[src/rtl/gemm_issue_ctrl.sv]
// Execute-stage sequencer for the custom-0 GEMM accelerator: latches configuration,
// launches runs while holding the pipeline stall, and returns status/cycle readback.
module gemm_issue_ctrl #(
  parameter int          DIM_W   = 16,
  parameter int unsigned TIMEOUT = 65535
) (
  input  logic             clk,
  input  logic             rst,
  input  logic [31:0]      inst_exec,
  input  logic             inst_valid,
  input  logic [31:0]      rs1_data,
  input  logic [31:0]      rs2_data,
  input  logic             acc_busy,
  input  logic             acc_done,
  output logic             gemm_stall,
  output logic             acc_start,
  output logic [31:0]      acc_addr_a,
  output logic [31:0]      acc_addr_b,
  output logic [31:0]      acc_addr_c,
  output logic [DIM_W-1:0] acc_dim_m,
  output logic [DIM_W-1:0] acc_dim_n,
  output logic [DIM_W-1:0] acc_dim_k,
  output logic             rd_wr,
  output logic [31:0]      rd_wdata,
  output logic             err
);

  typedef enum logic [1:0] {IDLE, ISSUE, WAIT, RELEASE} state_t;

  localparam logic [6:0]  GEMM_OPCODE = 7'b0001011;
  localparam logic [31:0] TIMEOUT_CNT = 32'(TIMEOUT);

  state_t      state;
  logic        stall_q;
  logic [31:0] run_cnt;
  logic [31:0] cycles_q;
  logic [31:0] next_cnt;
  logic [31:0] n_ext;
  logic [2:0]  funct3;
  logic        is_gemm;
  logic        in_idle;
  logic        dec_cfg_a, dec_cfg_b, dec_cfg_c, dec_cfg_dim;
  logic        dec_start, dec_status, dec_cycles;
  logic        unused_ok;

  // Decode is only honoured in IDLE, which also keeps RELEASE from re-issuing START.
  assign is_gemm     = inst_valid && (inst_exec[6:0] == GEMM_OPCODE);
  assign funct3      = inst_exec[14:12];
  assign in_idle     = (state == IDLE);
  assign dec_cfg_a   = in_idle && is_gemm && (funct3 == 3'b000);
  assign dec_cfg_b   = in_idle && is_gemm && (funct3 == 3'b001);
  assign dec_cfg_c   = in_idle && is_gemm && (funct3 == 3'b010);
  assign dec_cfg_dim = in_idle && is_gemm && (funct3 == 3'b011);
  assign dec_start   = in_idle && is_gemm && (funct3 == 3'b100);
  assign dec_status  = in_idle && is_gemm && (funct3 == 3'b101);
  assign dec_cycles  = in_idle && is_gemm && (funct3 == 3'b110);

  assign next_cnt = (run_cnt == '1) ? run_cnt : run_cnt + 32'd1;
  assign n_ext    = {16'b0, rs1_data[31:16]};

  assign gemm_stall = dec_start || stall_q;
  assign rd_wr      = dec_status || dec_cycles;

  assign unused_ok = ^{inst_exec, rs2_data, n_ext};

  always_comb begin
    rd_wdata = '0;
    if (dec_status)
      rd_wdata = {29'b0, err, !in_idle, acc_busy};
    else if (dec_cycles)
      rd_wdata = cycles_q;
  end

  // The latched cycle count includes the exit cycle, hence next_cnt rather than run_cnt.
  always_ff @(posedge clk) begin
    if (rst) begin
      state      <= IDLE;
      stall_q    <= 1'b0;
      acc_start  <= 1'b0;
      err        <= 1'b0;
      acc_addr_a <= '0;
      acc_addr_b <= '0;
      acc_addr_c <= '0;
      acc_dim_m  <= '0;
      acc_dim_n  <= '0;
      acc_dim_k  <= '0;
      run_cnt    <= '0;
      cycles_q   <= '0;
    end else begin
      acc_start <= 1'b0;
      case (state)
        IDLE: begin
          if (dec_cfg_a) acc_addr_a <= rs1_data;
          if (dec_cfg_b) acc_addr_b <= rs1_data;
          if (dec_cfg_c) acc_addr_c <= rs1_data;
          if (dec_cfg_dim) begin
            acc_dim_m <= rs1_data[DIM_W-1:0];
            acc_dim_n <= n_ext[DIM_W-1:0];
            acc_dim_k <= rs2_data[DIM_W-1:0];
          end
          if (dec_start) begin
            state     <= ISSUE;
            stall_q   <= 1'b1;
            acc_start <= 1'b1;
            err       <= 1'b0;
          end
        end
        ISSUE: begin
          run_cnt <= 32'd1;
          state   <= WAIT;
        end
        WAIT: begin
          run_cnt <= next_cnt;
          if (acc_done) begin
            cycles_q <= next_cnt;
            stall_q  <= 1'b0;
            state    <= RELEASE;
          end else if (run_cnt == TIMEOUT_CNT) begin
            cycles_q <= next_cnt;
            stall_q  <= 1'b0;
            err      <= 1'b1;
            state    <= RELEASE;
          end
        end
        RELEASE: state <= IDLE;
        default: state <= IDLE;
      endcase
    end
  end

endmodule

[config.mk]
export PLATFORM = sky130hd
export DESIGN_NAME = gemm_issue_ctrl
export DESIGN_NICKNAME = d
export VERILOG_FILES = /design/src/rtl/gemm_issue_ctrl.sv
export SDC_FILE = /design/constraint.sdc
export NUM_CORES = 1
export LEC_CHECK = 0
export BUFFER_PORTS_ARGS = -buffer_cell sky130_fd_sc_hd__buf_2
export CORE_MARGIN = 5
export CORE_UTILIZATION = 50
export DETAILED_ROUTE_END_ITERATION = 8
export PLACE_DENSITY_LB_ADDON = 0.25
export SLEW_MARGIN = 20
export SYNTH_ARGS = -nofsm -noshare
export SYNTH_HDL_FRONTEND = slang
export SYNTH_SLANG_ARGS = --single-unit
[constraint.sdc]
create_clock -name clk -period 5.2 [get_ports clk]
set_input_delay 0.52 -clock clk [delete_from_list [all_inputs] [get_ports clk]]
set_output_delay 0.52 -clock clk [all_outputs]
set_load 0.02 [all_outputs]
==> impl_results.md <==
- FFs w/ async S/R, synth: 0
- Most used DFF post-synth: dfxtp_1
- Post-Synthesis Cells: 1148
- Hold Crit Start: rs2_data[10]
- Drt via density: 5.43
- CORE AREA: 18000 µm²
- Die area: 21100 µm²
- FF-to-FF End: acc_addr_a[25]$_SDFFE_PP0P_
- Drt wl/cell: 16.9 µm
- Number of max-cap violations: 0
- Final critical-path required period: 3.87 ns
- Die Wd: 145 µm
- Vias in the first global route: 7849
- Syn Nets: 1252
- WHS: 0.245 ns
- Initial antenna violation count: 2
- Drt first pass iters: 7
- Overall power: 3490 µW
- Worst EP required: 4.68 ns
- Period utilization: 0.745
- Startpoint type of the worst setup path: flip-flop
- Status: finished clean
- Yosys reg bits: 213
- Placer congestion estimate: 0.896
- Avg Inst Size Synth: 7.97 µm²
- CTS max path bufs: 3
- Final setup violation count: 0
- Final antenna-violating net count: 0
- Clock transition at path regs: 0.06 ns
- Worst setup path class: reg -> out
- CTS buffer count: 24
- Pre-CTS setup slack: 1.70 ns
- Final Hold Viols: 0
- I/O Buffers: 242
- Synthesis-to-layout area growth: 21.0%
- I/O pin total: 281
- CTS tree: yes
- Dpl cell area: 10300 µm²
- Max-slew violation count: 0
- Clock skew: 0.00743 ns
- Worst-Skew Late Latency: 0.51 ns
- Hold buffer count at CTS: 0
- End of the worst hold path: acc_dim_k[10]$_SDFFE_PP0P_
- Share of cells above drive strength 1: 0.242
- WL final: 26700 µm
- Ys Warns: 0
- Max_slew headroom: 0.269
- Power per cell area: 315 nW/µm²
- DRC violations left: 0
- GRT Resource Usage Total: 0.239
- Total gr overflow: 0
- Reg2reg setup slack: 2.27 ns
- Setup WS post-layout: 1.33 ns
- Worst slew pin tran: 1.10 ns
- FF-to-FF path depth: 8
- EDFF count, synth: 0
- RSZ-0062 raised after global routing: false
- Largest net degree at the start of global routing: 77
- Post-synthesis sequential area ratio: 0.466
- Maximum level of the CTS H-tree: 1
- Sink Count: 213
- Vias: 8578
- Row count: 49
- CTS resizes: 0
- Initial detailed-routing violation count: 519
- Die Height: 145 µm
- Max VDD drop: 0.257 mV
- Worst-path maximum fanout: 16
- Worst path arrival time: 3.35 ns
- Nets: 1437
- Postcts setup bufs: 0
- CP endpoint kind: primary output
- Initial Utilization: 0.509
- Clock root buffer: clkbuf_16
- Setup TNS: 0 ns
- Lkg Pwr: 0.00444 µW
- Netlist Area Pre-Place: 9150 µm²
- Hold depth: 3
- Cell area after layout: 11100 µm²
- First-pass GRT wire length: 42600 µm
- Critical R2R Launch: state[0]$_SDFFE_PP0P_
- Hpwl dp: 18400 µm
- Worst hold path class: in -> reg
- Cell variety after synth: 59
- Peak Freq: 0.258 GHz
-- cell type report --
cell class / count / area, µm²
diodes: 1 / 2.50
well taps: 229 / 287
clock buffers: 35 / 662
flip-flops and latches: 213 / 4260
multi-input cells: 823 / 4380
fillers: 1658 / 6900
clock inverters: 9 / 106
inverters: 19 / 71.3
repair buffers: 252 / 1290
-- registers in the layout, indices dropped and copies added, names as in the netlist, 2 cells and up --
name / flops
acc_addr_b: 32
acc_addr_c: 32
state: 2
acc_dim_n: 16
cycles_q: 32
run_cnt: 32
acc_addr_a: 32
acc_dim_m: 16
acc_dim_k: 16
-- through the flow --
step	std cells	utilization
floorplan	1148	-
global placement	1536	0.573
detailed placement	1536	0.573
CTS	1580	0.616
global route	1580	0.616
finish	1581	0.616
-- worst max-delay path, cell delays in order (launching register included) --
cell and delay (ns):
dfxtp_1 0.30, inv_1 0.09, ha_1 0.24, nor4bb_1 0.41, nand4_1 0.31, nor2b_1 0.86
buf_4 0.32, and2_1 0.14, buf_2 0.16
-- logic make-up (layout without fill, tap and decap cells) --
family                     after synthesis  in the layout  synth area share
AOI/OAI and AO/OA                      264            264             0.177
xor gates and xnor gates                19             19            0.0182
adders and majority gates                3              3           0.00410
buffers and inverters                  112            315            0.0564
DFF                                    213            213             0.466
muxes                                    8              8           0.00876
other                                    0              1                 0
and+or+nand+nor                        529            529             0.269
-- layout by cell type, fill, tap and decap left out, types with 7 or more instances in the layout --
master	netlist	layout
o21ai_1	8	8
a211oi_2	20	20
xnor2_1	12	12
a21oi_1	173	173
xor2_1	7	7
buf_2	26	241
and3_1	16	15
nand2_1	325	325
a31oi_1	12	12
inv_1	19	19
clkbuf_16	0	24
nand3_1	22	21
buf_4	4	10
clkbuf_1	55	9
and4_1	7	7
nand4_1	12	12
and2_1	41	41
nor2_1	60	60
o21ai_0	13	13
o32ai_1	11	11
mux2i_1	8	8
dfxtp_1	213	213
-- report_power, final --
part           internal [µW]  switching, µW
logic                   54.7            130
registers               1640           9.80
clock network            984            666
total                   2680            806
-- per-layer routing --
metal,part of all wire,global-route usage,vias up,wire length (µm)
li1,-,-,4246,-
met5,0.00079,0,-,21
met2,0.49,0.411,293,13000
met1,0.42,0.301,3982,11100
met4,0.029,0.0760,4,787
met3,0.068,0.0496,53,1820
-- worst max path at each step --
stage                          start      endpoint  slack, ns  cells past startpoint
2_1_floorplan           inst_exec[4]  rd_wdata[10]       2.98                      5
3_3_place_gp            inst_exec[4]  rd_wdata[24]       1.78                      7
3_5_place_dp            inst_exec[4]  rd_wdata[27]       1.70                      7
4_1_cts        state[0]$_SDFFE_PP0P_  rd_wdata[27]       1.18                      8
5_1_grt        state[0]$_SDFFE_PP0P_  rd_wdata[24]       0.92                      8
6_report       state[0]$_SDFFE_PP0P_  rd_wdata[27]       1.33                      8
-- cell usage after synthesis (8+ instances only) --
| master | n | area (µm²) |
|---|---|---|
| a211oi_2 | 20 | 250 |
| a21oi_1 | 173 | 866 |
| a31oi_1 | 12 | 75.1 |
| and2_1 | 41 | 257 |
| and3_1 | 16 | 100 |
| buf_2 | 26 | 130 |
| clkbuf_1 | 55 | 206 |
| dfxtp_1 | 213 | 4260 |
| inv_1 | 19 | 71.3 |
| mux2i_1 | 8 | 80.1 |
| nand2_1 | 325 | 1220 |
| nand3_1 | 22 | 110 |
| nand4_1 | 12 | 75.1 |
| nor2_1 | 60 | 225 |
| o21ai_0 | 13 | 65.1 |
| o21ai_1 | 8 | 40.0 |
| o32ai_1 | 11 | 96.3 |
| xnor2_1 | 12 | 105 |
No activity file was read; power rests on OpenSTA's default activity.
